`config.mk`:
```
export PLATFORM = sky130hd
export DESIGN_NAME = uc_multicycle
export DESIGN_NICKNAME = d
export VERILOG_FILES = /design/src/rtl/uc_pkg.sv /design/src/rtl/return_stack.sv /design/src/rtl/uc_multicycle.sv
export SDC_FILE = /design/constraint.sdc
export NUM_CORES = 1
export LEC_CHECK = 0
export CAP_MARGIN = 20
export CORE_MARGIN = 4
export CORE_UTILIZATION = 35
export CTS_BUF_LIST = sky130_fd_sc_hd__clkbuf_4
export CTS_CLUSTER_DIAMETER = 120
export DETAILED_ROUTE_END_ITERATION = 10
export PLACE_DENSITY = 0.63
export SLEW_MARGIN = 15
export SYNTH_ARGS = -nofsm -noshare
export SYNTH_HDL_FRONTEND = slang
export SYNTH_SLANG_ARGS = --single-unit
```
`constraint.sdc`:
```
create_clock -name clock -period 3.41 [get_ports clock]
set_clock_uncertainty 0.2 [all_clocks]
set_input_delay 0.341 -clock clock [delete_from_list [all_inputs] [get_ports clock]]
set_output_delay 0.341 -clock clock [all_outputs]
set_load 0.01 [all_outputs]
```
`src/rtl/uc_pkg.sv`:
```
// Shared definitions for the multi-cycle control unit.
// Contents:
//   state_t      - control FSM states
//   op_class_t   - dispatch class of an opcode
//   OPC_*        - instruction opcodes, 8-bit values
//   ALU_*        - ALU operation codes driven on alu_op
//   PC_SEL_*     - PC source select encodings
//   FAULT_*      - fault_code encodings
//   op_class / alu_code / branch_taken - decode helpers
package uc_pkg;

  typedef enum logic [3:0] {
    ST_START     = 4'd0,
    ST_FETCH     = 4'd1,
    ST_DECODE    = 4'd2,
    ST_EXEC_ALU  = 4'd3,
    ST_EXEC_MOVA = 4'd4,
    ST_EXEC_MOVB = 4'd5,
    ST_BRANCH    = 4'd6,
    ST_CALL      = 4'd7,
    ST_RET       = 4'd8,
    ST_HALT      = 4'd9,
    ST_TRAP      = 4'd10
  } state_t;

  typedef enum logic [2:0] {
    CLS_ALU     = 3'd0,
    CLS_MOVA    = 3'd1,
    CLS_MOVB    = 3'd2,
    CLS_BRANCH  = 3'd3,
    CLS_CALL    = 3'd4,
    CLS_RET     = 3'd5,
    CLS_HALT    = 3'd6,
    CLS_ILLEGAL = 3'd7
  } op_class_t;

  // Instruction opcodes
  localparam logic [7:0] OPC_ADD  = 8'h01;
  localparam logic [7:0] OPC_SUB  = 8'h02;
  localparam logic [7:0] OPC_MUL  = 8'h03;
  localparam logic [7:0] OPC_DIV  = 8'h04;
  localparam logic [7:0] OPC_MOD  = 8'h05;
  localparam logic [7:0] OPC_CMP  = 8'h1F;
  localparam logic [7:0] OPC_SHL  = 8'h3C;
  localparam logic [7:0] OPC_SHR  = 8'h3D;
  localparam logic [7:0] OPC_AND  = 8'h75;
  localparam logic [7:0] OPC_OR   = 8'h76;
  localparam logic [7:0] OPC_XOR  = 8'h77;
  localparam logic [7:0] OPC_NOT  = 8'h78;
  localparam logic [7:0] OPC_NAND = 8'h79;
  localparam logic [7:0] OPC_NOR  = 8'h7A;
  localparam logic [7:0] OPC_XNOR = 8'h7B;
  localparam logic [7:0] OPC_MOVA = 8'h80;
  localparam logic [7:0] OPC_JMP  = 8'h81;
  localparam logic [7:0] OPC_CALL = 8'h82;
  localparam logic [7:0] OPC_RET  = 8'h83;
  localparam logic [7:0] OPC_GOTO = 8'h84;
  localparam logic [7:0] OPC_JZ   = 8'h85;
  localparam logic [7:0] OPC_JNZ  = 8'h87;
  localparam logic [7:0] OPC_MOVB = 8'hC0;
  localparam logic [7:0] OPC_HALT = 8'hFF;

  // ALU operation codes
  localparam logic [7:0] ALU_NOP  = 8'h00;
  localparam logic [7:0] ALU_ADD  = 8'h01;
  localparam logic [7:0] ALU_SUB  = 8'h02;
  localparam logic [7:0] ALU_MUL  = 8'h03;
  localparam logic [7:0] ALU_DIV  = 8'h04;
  localparam logic [7:0] ALU_MOD  = 8'h05;
  localparam logic [7:0] ALU_AND  = 8'h06;
  localparam logic [7:0] ALU_OR   = 8'h07;
  localparam logic [7:0] ALU_XOR  = 8'h08;
  localparam logic [7:0] ALU_NAND = 8'h09;
  localparam logic [7:0] ALU_NOR  = 8'h0A;
  localparam logic [7:0] ALU_XNOR = 8'h0B;
  localparam logic [7:0] ALU_CMP  = 8'h0C;
  localparam logic [7:0] ALU_SHL  = 8'h0D;
  localparam logic [7:0] ALU_SHR  = 8'h0E;
  localparam logic [7:0] ALU_NOT  = 8'h0F;

  // PC source select
  localparam logic [1:0] PC_SEL_INC    = 2'd0;
  localparam logic [1:0] PC_SEL_BRANCH = 2'd1;
  localparam logic [1:0] PC_SEL_RET    = 2'd2;

  // Fault codes
  localparam logic [1:0] FAULT_NONE      = 2'd0;
  localparam logic [1:0] FAULT_ILLEGAL   = 2'd1;
  localparam logic [1:0] FAULT_OVERFLOW  = 2'd2;
  localparam logic [1:0] FAULT_UNDERFLOW = 2'd3;

  function automatic op_class_t op_class(input logic [7:0] op);
    op_class_t cls;
    case (op)
      OPC_ADD, OPC_SUB, OPC_MUL, OPC_DIV, OPC_MOD,
      OPC_AND, OPC_OR, OPC_XOR, OPC_NOT, OPC_NAND, OPC_NOR, OPC_XNOR,
      OPC_SHL, OPC_SHR, OPC_CMP:        cls = CLS_ALU;
      OPC_MOVA:                         cls = CLS_MOVA;
      OPC_MOVB:                         cls = CLS_MOVB;
      OPC_JMP, OPC_GOTO, OPC_JZ, OPC_JNZ: cls = CLS_BRANCH;
      OPC_CALL:                         cls = CLS_CALL;
      OPC_RET:                          cls = CLS_RET;
      OPC_HALT:                         cls = CLS_HALT;
      default:                          cls = CLS_ILLEGAL;
    endcase
    return cls;
  endfunction

  // Instruction opcode to ALU operation; anything non-ALU yields NOP.
  function automatic logic [7:0] alu_code(input logic [7:0] op);
    logic [7:0] code;
    case (op)
      OPC_ADD:  code = ALU_ADD;
      OPC_SUB:  code = ALU_SUB;
      OPC_MUL:  code = ALU_MUL;
      OPC_DIV:  code = ALU_DIV;
      OPC_MOD:  code = ALU_MOD;
      OPC_AND:  code = ALU_AND;
      OPC_OR:   code = ALU_OR;
      OPC_XOR:  code = ALU_XOR;
      OPC_NOT:  code = ALU_NOT;
      OPC_NAND: code = ALU_NAND;
      OPC_NOR:  code = ALU_NOR;
      OPC_XNOR: code = ALU_XNOR;
      OPC_CMP:  code = ALU_CMP;
      OPC_SHL:  code = ALU_SHL;
      OPC_SHR:  code = ALU_SHR;
      default:  code = ALU_NOP;
    endcase
    return code;
  endfunction

  function automatic logic branch_taken(input logic [7:0] op, input logic zf);
    logic taken;
    case (op)
      OPC_JMP, OPC_GOTO: taken = 1'b1;
      OPC_JZ:            taken = zf;
      OPC_JNZ:           taken = ~zf;
      default:           taken = 1'b0;
    endcase
    return taken;
  endfunction

endpackage

```
`src/rtl/return_stack.sv`:
```
// LIFO of return addresses for CALL/RET.
// Ports:
//   clock, reset  - rising-edge clock, synchronous active-high reset (empties)
//   push, pop     - push din / discard top; ignored when full / empty
//   din           - address to push
//   top           - current top entry, 0 when empty
//   full, empty   - occupancy flags
module return_stack #(
  parameter int DEPTH = 4,
  parameter int W     = 8
) (
  input  logic         clock,
  input  logic         reset,
  input  logic         push,
  input  logic         pop,
  input  logic [W-1:0] din,
  output logic [W-1:0] top,
  output logic         full,
  output logic         empty
);

  // One extra pointer bit distinguishes full (ptr == DEPTH) from empty.
  localparam int PTR_W = $clog2(DEPTH) + 1;
  localparam int IDX_W = $clog2(DEPTH);

  logic [PTR_W-1:0] ptr_r;
  logic [W-1:0]     mem_r [DEPTH];
  logic [IDX_W-1:0] wr_idx_s;
  logic [IDX_W-1:0] top_idx_s;

  // With DEPTH a power of two the low pointer bits wrap cleanly, so
  // ptr == DEPTH maps top to entry DEPTH-1.
  assign wr_idx_s  = ptr_r[IDX_W-1:0];
  assign top_idx_s = wr_idx_s - IDX_W'(1);
  assign full      = (ptr_r == PTR_W'(DEPTH));
  assign empty     = (ptr_r == '0);
  assign top       = empty ? '0 : mem_r[top_idx_s];

  // Pointer and storage update; push wins if a caller ever raises both.
  always_ff @(posedge clock) begin
    if (reset) begin
      ptr_r <= '0;
      for (int i = 0; i < DEPTH; i++) begin
        mem_r[i] <= '0;
      end
    end else if (push && !full) begin
      mem_r[wr_idx_s] <= din;
      ptr_r           <= ptr_r + PTR_W'(1);
    end else if (pop && !empty) begin
      ptr_r <= ptr_r - PTR_W'(1);
    end else begin
      ptr_r <= ptr_r;
    end
  end

endmodule

```
`src/rtl/uc_multicycle.sv`:
```
// Multi-cycle control unit: fetch with memory-ready handshake, decode,
// ALU/MOV execute, resolved branches, CALL/RET via a return stack, HALT,
// and a sticky trap on illegal opcodes or stack faults.
// Ports:
//   clock, reset      - rising-edge clock, synchronous active-high reset
//   ir                - current instruction opcode
//   mem_ready         - instruction memory data valid
//   zero_flag         - ALU zero flag for conditional branches
//   pc_in             - next sequential address (pushed by CALL)
//   mem_req           - fetch request
//   ir_load, reg_load_a/b/c, pc_load - datapath load enables
//   pc_sel            - 0 increment, 1 branch target, 2 ret_addr
//   ret_addr          - top of return stack (0 when empty)
//   alu_op            - ALU operation code
//   halted, fault     - HALT executed / trap taken
//   fault_code        - 0 none, 1 illegal, 2 overflow, 3 underflow
module uc_multicycle
  import uc_pkg::*;
#(
  parameter int OP_W        = 8,
  parameter int ALU_OP_W    = 8,
  parameter int ADDR_W      = 8,
  parameter int STACK_DEPTH = 4
) (
  input  logic                clock,
  input  logic                reset,
  input  logic [OP_W-1:0]     ir,
  input  logic                mem_ready,
  input  logic                zero_flag,
  input  logic [ADDR_W-1:0]   pc_in,
  output logic                mem_req,
  output logic                ir_load,
  output logic                reg_load_a,
  output logic                reg_load_b,
  output logic                reg_load_c,
  output logic                pc_load,
  output logic [1:0]          pc_sel,
  output logic [ADDR_W-1:0]   ret_addr,
  output logic [ALU_OP_W-1:0] alu_op,
  output logic                halted,
  output logic                fault,
  output logic [1:0]          fault_code
);

  state_t      state_r;
  state_t      next_state_s;
  logic [7:0]  op_r;
  logic [1:0]  fault_code_r;
  logic [1:0]  fault_code_next_s;
  logic [7:0]  ir_low_s;
  logic        ir_upper_zero_s;
  op_class_t   ir_class_s;

  logic                mem_req_s;
  logic                ir_load_s;
  logic                reg_load_a_s;
  logic                reg_load_b_s;
  logic                reg_load_c_s;
  logic                pc_load_s;
  logic [1:0]          pc_sel_s;
  logic [ALU_OP_W-1:0] alu_op_s;
  logic                push_s;
  logic                pop_s;

  logic [ADDR_W-1:0]   stack_top_s;
  logic                stack_full_s;
  logic                stack_empty_s;

  // Opcodes are 8-bit values zero-extended to OP_W: any set bit above
  // bit 7 makes the instruction illegal.
  assign ir_low_s        = ir[7:0];
  assign ir_upper_zero_s = ((ir >> 8) == '0);
  assign ir_class_s      = ir_upper_zero_s ? op_class(ir_low_s) : CLS_ILLEGAL;

  return_stack #(
    .DEPTH (STACK_DEPTH),
    .W     (ADDR_W)
  ) u_stack (
    .clock (clock),
    .reset (reset),
    .push  (push_s),
    .pop   (pop_s),
    .din   (pc_in),
    .top   (stack_top_s),
    .full  (stack_full_s),
    .empty (stack_empty_s)
  );

  // State, latched opcode and sticky fault code.
  always_ff @(posedge clock) begin
    if (reset) begin
      state_r      <= ST_START;
      op_r         <= 8'h00;
      fault_code_r <= FAULT_NONE;
    end else begin
      state_r      <= next_state_s;
      // Execute states read this copy so late ir changes are harmless.
      op_r         <= (state_r == ST_DECODE) ? ir_low_s : op_r;
      fault_code_r <= fault_code_next_s;
    end
  end

  // Next-state logic and raw (pre-reset-gating) control outputs.
  always_comb begin
    next_state_s      = state_r;
    fault_code_next_s = fault_code_r;
    mem_req_s         = 1'b0;
    ir_load_s         = 1'b0;
    reg_load_a_s      = 1'b0;
    reg_load_b_s      = 1'b0;
    reg_load_c_s      = 1'b0;
    pc_load_s         = 1'b0;
    pc_sel_s          = PC_SEL_INC;
    alu_op_s          = '0;
    push_s            = 1'b0;
    pop_s             = 1'b0;

    case (state_r)
      ST_START: begin
        next_state_s = ST_FETCH;
      end

      ST_FETCH: begin
        mem_req_s = 1'b1;
        if (mem_ready) begin
          ir_load_s    = 1'b1;
          next_state_s = ST_DECODE;
        end else begin
          next_state_s = ST_FETCH;
        end
      end

      ST_DECODE: begin
        reg_load_a_s = 1'b1;
        reg_load_b_s = 1'b1;
        case (ir_class_s)
          CLS_ALU:    next_state_s = ST_EXEC_ALU;
          CLS_MOVA:   next_state_s = ST_EXEC_MOVA;
          CLS_MOVB:   next_state_s = ST_EXEC_MOVB;
          CLS_BRANCH: next_state_s = ST_BRANCH;
          CLS_CALL:   next_state_s = ST_CALL;
          CLS_RET:    next_state_s = ST_RET;
          CLS_HALT:   next_state_s = ST_HALT;
          default: begin
            next_state_s      = ST_TRAP;
            fault_code_next_s = FAULT_ILLEGAL;
          end
        endcase
      end

      ST_EXEC_ALU: begin
        reg_load_c_s = 1'b1;
        pc_load_s    = 1'b1;
        alu_op_s     = ALU_OP_W'(alu_code(op_r));
        next_state_s = ST_FETCH;
      end

      ST_EXEC_MOVA: begin
        reg_load_a_s = 1'b1;
        pc_load_s    = 1'b1;
        next_state_s = ST_FETCH;
      end

      ST_EXEC_MOVB: begin
        reg_load_b_s = 1'b1;
        pc_load_s    = 1'b1;
        next_state_s = ST_FETCH;
      end

      ST_BRANCH: begin
        pc_load_s    = 1'b1;
        pc_sel_s     = branch_taken(op_r, zero_flag) ? PC_SEL_BRANCH : PC_SEL_INC;
        next_state_s = ST_FETCH;
      end

      ST_CALL: begin
        if (!stack_full_s) begin
          push_s       = 1'b1;
          pc_load_s    = 1'b1;
          pc_sel_s     = PC_SEL_BRANCH;
          next_state_s = ST_FETCH;
        end else begin
          next_state_s      = ST_TRAP;
          fault_code_next_s = FAULT_OVERFLOW;
        end
      end

      ST_RET: begin
        if (!stack_empty_s) begin
          pop_s        = 1'b1;
          pc_load_s    = 1'b1;
          pc_sel_s     = PC_SEL_RET;
          next_state_s = ST_FETCH;
        end else begin
          next_state_s      = ST_TRAP;
          fault_code_next_s = FAULT_UNDERFLOW;
        end
      end

      ST_HALT: begin
        next_state_s = ST_HALT;
      end

      ST_TRAP: begin
        next_state_s = ST_TRAP;
      end

      default: begin
        next_state_s = ST_START;
      end
    endcase
  end

  // Reset overrides everything combinationally, so a reset landing in
  // the middle of a fetch or execute cycle produces no datapath load.
  assign mem_req    = mem_req_s & ~reset;
  assign ir_load    = ir_load_s & ~reset;
  assign reg_load_a = reg_load_a_s & ~reset;
  assign reg_load_b = reg_load_b_s & ~reset;
  assign reg_load_c = reg_load_c_s & ~reset;
  assign pc_load    = pc_load_s & ~reset;
  assign pc_sel     = reset ? PC_SEL_INC : pc_sel_s;
  assign alu_op     = reset ? '0 : alu_op_s;
  assign ret_addr   = reset ? '0 : stack_top_s;
  assign halted     = (state_r == ST_HALT) & ~reset;
  assign fault      = (state_r == ST_TRAP) & ~reset;
  assign fault_code = reset ? FAULT_NONE : fault_code_r;

endmodule

```
After elaboration in Yosys (flattened, before gate mapping)

Memories as Yosys holds them, arrays and structs flattened.
Index checks and enable logic that the tools add are counted.

Register bits after elaboration: 17
Bits in latches: 0
RAM bits: 32
Memory bits (read-only): 0
Input port bits: 20
Output and inout bits: 28
Logic and storage cells: 144
Memories: 1

Memories:

| memory        | depth | width | read ports | clocked after Yosys merged registers in | write ports | line               | text |
|---|---|---|---|---|---|---|---|
| u_stack.mem_r | 4     | 8     | 1          | 0                                       | 4           | return_stack.sv:27 | `logic [W-1:0] mem_r [DEPTH];` |

$add $sub $neg: 3
$mul: 0
Div/mod/pow operators: 0
$lt $le $gt $ge: 0
Eq/ne operators: 63
Shift-type cells: 0
Mux-type cells: 44
Bitwise operators: 10
Reduce and logical (&&, ||, !) cells: 19

Operators with widths:

| operator           | number |
|---|---|
| $eq 8x7->1 const B | 14 |
| $eq 8x8->1 const B | 13 |
| $pmux 4 s15        | 1 |
| $pmux 4 s7         | 2 |
| $eq 8x2->1 const B | 4 |
| $eq 8x3->1 const B | 4 |
| $eq 8x6->1 const B | 4 |
| $mux 8             | 4 |
| $pmux 3 s7         | 1 |
| $mux 1             | 19 |
| $eq 4x3->1 const B | 4 |
| $eq 8x1->1 const B | 2 |
| $eq 8x5->1 const B | 2 |
| $mux 2             | 8 |
| $reduce_or 15->1   | 1 |
| $eq 3x3->1 const B | 4 |
| $eq 4x4->1 const B | 3 |
| $mux 4             | 3 |
| $pmux 2 s3         | 2 |
| $and 1x1->1        | 8 |
| $eq 4x2->1 const B | 2 |
| $reduce_or 4->1    | 2 |
| $reduce_or 8->1    | 1 |
| $reduce_or 7->1    | 1 |
| 19 further kinds   | 30 |

Depth between registers and ports, before layout

Word-level depth: 9
Depth in mapped cells: 11
Mapped depth without buffers: 10

Hierarchy

Synthesis repeated with hierarchy kept, for this count alone.

Cell total of the unflattened synthesis: 351
Area total of the unflattened synthesis: 3,273.1 um^2

By module, submodules not included:

| module        | times used | cells an instance | area each (um^2) | seq. area each (um^2) |
|---|---|---|---|---|
| return_stack  | 1          | 121               | 1,757.9          | 1,021.0 |
| uc_multicycle | 1          | 230               | 1,515.2          | 280.3 |

Worst setup path after synthesis

Ideal clock, no wire load.

Path kind: input port to flip-flop
Start: input port ir[6]
End: register state_r[3]
Library setup time: 60 ps
Data arrival time: 2,604 ps
Required time: 3,150 ps
Path slack: 545 ps
Cell stages on the path: 10
Buffers on the path: 1
Cell sequence: buf_6 -> or3_1 -> o31a_1 -> o32ai_2 -> nor3_2 -> a221o_1 -> ha_1 -> or3_1 -> nand3b_1 -> o221a_1

Word-level cells in the longest chain between the ends: 6
Elaborated cells on any way between the ends: 36

Ends and longest elaborated chain:

| item                                                       | line                 | text |
|---|---|---|
| from (decl)                                                | uc_multicycle.sv:27  | `input logic [OP_W-1:0] ir,` |
| $eq 8x1->1, or another cell as far along                   | uc_pkg.sv:94         | `case (op)` |
| $reduce_or 15->1 / $reduce_or 4->1 (equally long branches) | uc_pkg.sv:94         |  |
| $pmux 3 s7 *                                               | uc_pkg.sv:94         |  |
| $eq 3x3->1, or another cell as far along                   | uc_multicycle.sv:136 | `case (ir_class_s)` |
| $pmux 4 s7 *                                               | uc_multicycle.sv:136 |  |
| $pmux 4 s7 *                                               | uc_multicycle.sv:118 | `case (state_r)` |
| to (signal assigned)                                       | uc_multicycle.sv:96  | `state_r <= next_state_s;` |
| to (decl)                                                  | uc_multicycle.sv:45  | `state_t state_r;` |

Every way passes the cells marked *; elsewhere a longest branch is shown, timed or not.
A chain may end at the register's enable or synchronous reset.

Worst setup path after layout

Start: register op_r[5]
End: output port alu_op[1]

Word-level cells in the longest chain between the ends: 4
Elaborated cells on any way between the ends: 18

Ends and longest elaborated chain:

| item                                     | line                 | text |
|---|---|---|
| from (decl)                              | uc_multicycle.sv:47  | `logic [7:0] op_r;` |
| from (signal assigned)                   | uc_multicycle.sv:98  | `op_r <= (state_r == ST_DECODE) ? ir_low_s : op_r;` |
| $eq 8x6->1, or another cell as far along | uc_pkg.sv:112        | `case (op)` |
| $pmux 4 s15 *                            | uc_pkg.sv:112        |  |
| $mux 4 *                                 | uc_multicycle.sv:118 |  |
| $mux 8 *                                 | uc_multicycle.sv:223 | `assign alu_op = reset ? '0 : alu_op_s;` |
| to (decl)                                | uc_multicycle.sv:39  | `output logic [ALU_OP_W-1:0] alu_op,` |

Marked as above.

==> results_tabular.tex <==
\begin{tabular}{lr}
\hline
Metric & Value \\
\hline
\multicolumn{2}{l}{\textbf{Place}} \\
DP HPWL & $\sim$5400 um \\
Port-buffer cells & 43 \\
Count of placed standard cells including taps & approximately 470 \\
Gp weighted congestion & roughly 0.86 \\
\multicolumn{2}{l}{\textbf{Timing}} \\
Setup repair after global routing missed its margin & false \\
Worst Tran Pin Value & $\sim$0.56 ns \\
Number of endpoints failing setup at the final stage & 0 \\
Maximum clock rate & around 310 MHz \\
Worst slew slack as a fraction of its limit & between 60 and 70\% \\
Final critical path time including I/O delays and setup & between 3 and 4 ns \\
Final Cycle Share & 95.6\% \\
Final count of hold timing violations & 0 \\
Final count of pins violating max slew & 0 \\
Final TNS setup & 0 ns \\
\multicolumn{2}{l}{\textbf{Clock network}} \\
Clock tree from TritonCTS & done \\
Post-CTS setup buffers & 0 \\
Clock buffer count from CTS & 5 \\
Root buffer cell & clkbuf\_4 \\
Latest clock arrival within the worst-skew pair & approximately 0.36 ns \\
Clock transition at the registers of the reported paths & $\sim$0.15 ns \\
Number of H-tree branching levels & 2 \\
CTS Sinks & 49 \\
Clk buf depth & 2 \\
\multicolumn{2}{l}{\textbf{Floorplan}} \\
Area of the die & $\sim$11000 um\^{}2 \\
Die outline width & 104 um \\
Row Count & 34 \\
Die outline height & a little over 100 um \\
I/O Pins & 48 \\
Starting Density & approximately 36\% \\
Core Region & approximately 8800 um\^{}2 \\
\multicolumn{2}{l}{\textbf{Logic synthesis}} \\
Synthesized area divided by synthesized cell count & between 9 and 10 um\^{}2 \\
Sequential fraction of the synthesis area & approximately two fifths \\
Main synth FF type & edfxtp\_1 \\
Cell Area, Synth & 3210 um\^{}2 \\
Cells after Synth & roughly 330 \\
Register bit total from synthesis & slightly below 50 \\
Fraction of registers with async set/reset & 0\% \\
Yosys warns & 0 \\
Number of unique standard cell types used by synthesis & 73 \\
Post-synth EDFFs & 32 \\
\multicolumn{2}{l}{\textbf{Run}} \\
Max-cap violations & 0 \\
\multicolumn{2}{l}{\textbf{Detailed routing}} \\
Met2 WL & around 3700 um \\
Final ANT Viol Nets & 0 \\
Length of routed met3 wiring & between 200 and 300 um \\
First-iteration detailed-routing DRC count & 192 \\
Total routed wirelength & slightly above 7000 um \\
Avg Vias per Cell & between 5 and 6 \\
Detailed-route wire length on metal 1 & around 3200 um \\
Residual DRC count & 0 \\
Wire length per cell after detailed routing & between 15 and 20 um \\
Vias after detailed routing & roughly 2500 \\
Max layer used & met4 \\
Pre-Repair DR Iteration Count & 4 \\
\multicolumn{2}{l}{\textbf{Critical path}} \\
CP Cell Sequence & or4\_1, nor3\_2, a21o\_1, a221oi\_1, a221oi\_1, clkdlybuf4s50\_1 \\
Worst path required time & approximately 2.9 ns \\
Slowest stage delay, CP & 0.64 ns \\
Crit Path Class & reg2out \\
Maximum fanout count along the critical path & 8 \\
Kind of end point of the critical path & primary output \\
Largest delay share family, worst path & simple AND/OR/NAND/NOR gates \\
Bufs and invs on worst path & 1 \\
Data arrival time of the worst path & 2.72 ns \\
Kind of start point of the critical path & register \\
Slowest CP cell & or4\_1 \\
Most frequent cell on the critical path & a221oi\_1 \\
\multicolumn{2}{l}{\textbf{Layout}} \\
Share of layout cells above drive strength 1 & 13.2\% \\
Number of nets in the layout & approximately 400 \\
Most common library cell in the layout ignoring fill and taps & clkdlybuf4s50\_1 \\
Synth-to-Final Area Change & 20.0\% \\
Number of cells in the finished layout apart from fillers & 480 \\
Commonest cells after routing, fill and taps aside & 43 x clkdlybuf4s50\_1, 32 x and2\_1, 32 x edfxtp\_1, 26 x nand2\_1, 22 x nor2\_1 \\
\multicolumn{2}{l}{\textbf{Power and ir drop}} \\
Worst supply voltage drop on vdd & around 0.00017 V \\
Combinational power share & a little under a quarter \\
Static Leakage & between 1 and 1.5 nW \\
Part of the power in registers & 54.5\% \\
Part of the power in the clock network & $\sim$22\% \\
Internal Dissipation & just over 0.9 mW \\
Switching power & $\sim$0.41 mW \\
Net switching fraction of the power & 31.4\% \\
Power density normalized to cell area & 343 nW/um\^{}2 \\
\multicolumn{2}{l}{\textbf{Global routing}} \\
First-pass GRT wire length & 12000 um \\
Pin count of the biggest net entering global routing & 32 \\
Total congestion overflow after global routing & 0 \\
Initial antenna violation count & 1 \\
Via count of the first global-routing pass & 2459 \\
Overall global routing resource usage & 13.4\% \\
\multicolumn{2}{l}{\textbf{Run status}} \\
Outcome & finished, final reports clean \\
\multicolumn{2}{l}{\textbf{Hold path}} \\
Type of the worst min-delay path & reg2reg \\
\hline
\end{tabular}
## registers in the layout, indices dropped and copies added, names as in the netlist
name / count
state_r: 4
u_stack.ptr_r: 3
u_stack.mem_r: 32
fault_code_r: 2
op_r: 8
## cell type report
| type | count | area [um^2] |
|---|---|---|
| Multi-Input combinational cell | 245 | 1760 |
| Clock buffer | 5 | 37.5 |
| Timing Repair Buffer | 59 | 551 |
| Inverter | 10 | 37.5 |
| Clock inverter | 3 | 26.3 |
| Tap cell | 108 | 135 |
| Fill cell | 837 | 4960 |
| Antenna cell | 1 | 2.50 |
| Sequential cell | 49 | 1300 |
## through the flow
| stage | setup WS, ns | power, mW | util [%] | hold WS (ns) | cell area (um^2) |
|---|---|---|---|---|---|
| after floorplan | 0.545 | 0.938 | - | 0.243 | 3220 |
| after global placement | 0.103 | 1.04 | 42.8 | 0.260 | 3770 |
| after global routing | 0.0141 | 1.40 | 43.7 | 0.347 | 3850 |
| final | 0.151 | 1.32 | 43.7 | 0.298 | 3850 |
| after detailed placement | 0.0481 | 1.04 | 42.8 | 0.276 | 3770 |
| after CTS | 0.0309 | 1.33 | 43.5 | 0.299 | 3830 |
## final timing paths
| kind | start | endpoint | slack (ns) | depth (start not counted) |
|---|---|---|---|---|
| worst max register to register | state_r[2] | u_stack.ptr_r[2] | 0.85 | 6 |
| worst max-delay path | op_r[5] | alu_op[1] | 0.15 | 6 |
| worst min-delay path | fault_code_r[0] | fault_code_r[0] | 0.30 | 2 |
| worst min register to register | fault_code_r[0] | fault_code_r[0] | 0.30 | 2 |
## power by group through the flow
stage | Clock [mW] | Combinational [mW] | Sequential [mW]
floorplan | 0 | 0.242 | 0.696
global placement | 0 | 0.306 | 0.730
detailed placement | 0 | 0.311 | 0.732
CTS | 0.296 | 0.313 | 0.718
global route | 0.317 | 0.352 | 0.728
finish | 0.287 | 0.315 | 0.720
## worst min-delay path, delay by kind of cell (launching register included)
family / cells / cell delay [ns]
flip-flops: 1 / 0.34
AO/OA/AOI/OAI: 1 / 0.06
buffers and inverters: 1 / 0.07
## synth_stat cells, drive strengths merged (3+ instances only)
library cell,count,area (um^2)
buf,13,95.1
nand2b,10,62.6
nor3,15,80.1
nand3,3,15.0
inv,10,37.5
edfxtp,32,961
or3,7,48.8
nor3b,3,22.5
nand2,26,97.6
mux4,8,180
ha,5,62.6
and2,32,200
a21o,3,22.5
nor2b,11,68.8
nand4b,3,26.3
nand3b,6,45.0
o32ai,4,42.6
o21a,6,46.3
a21oi,16,83.8
a221oi,4,35.0
clkbuf,11,41.3
or2,3,18.8
dfxtp,17,340
nor2,22,82.6
o21ai,5,25.0
a211oi,4,30.0
## kinds of logic (layout without fill, tap and decap cells)
| logic type | Yosys count | in the layout | synth area share, % |
|---|---|---|---|
| mux | 12 | 12 | 6.94 |
| xor+xnor | 2 | 2 | 0.546 |
| fa+ha+maj | 7 | 7 | 2.89 |
| compound gates | 67 | 67 | 16.1 |
| simple gates | 153 | 153 | 27.4 |
| flops | 49 | 49 | 40.6 |
| other cells | 1 | 5 | 0.117 |
| buf+inv | 34 | 77 | 5.42 |
## metal layers
layer  up-vias  track usage, %
met5         -               0
met4         0            3.99
met3         2            1.99
met2        62            23.4
met1      1194            17.2
li1       1284               -
## repair_timing
item                       in CTS  in global routing
setup endpoints to repair       0                  2
gates resized for setup         0                  3
hold buffers                    0                  0
Note: power is estimated with default switching activity, not from simulation.
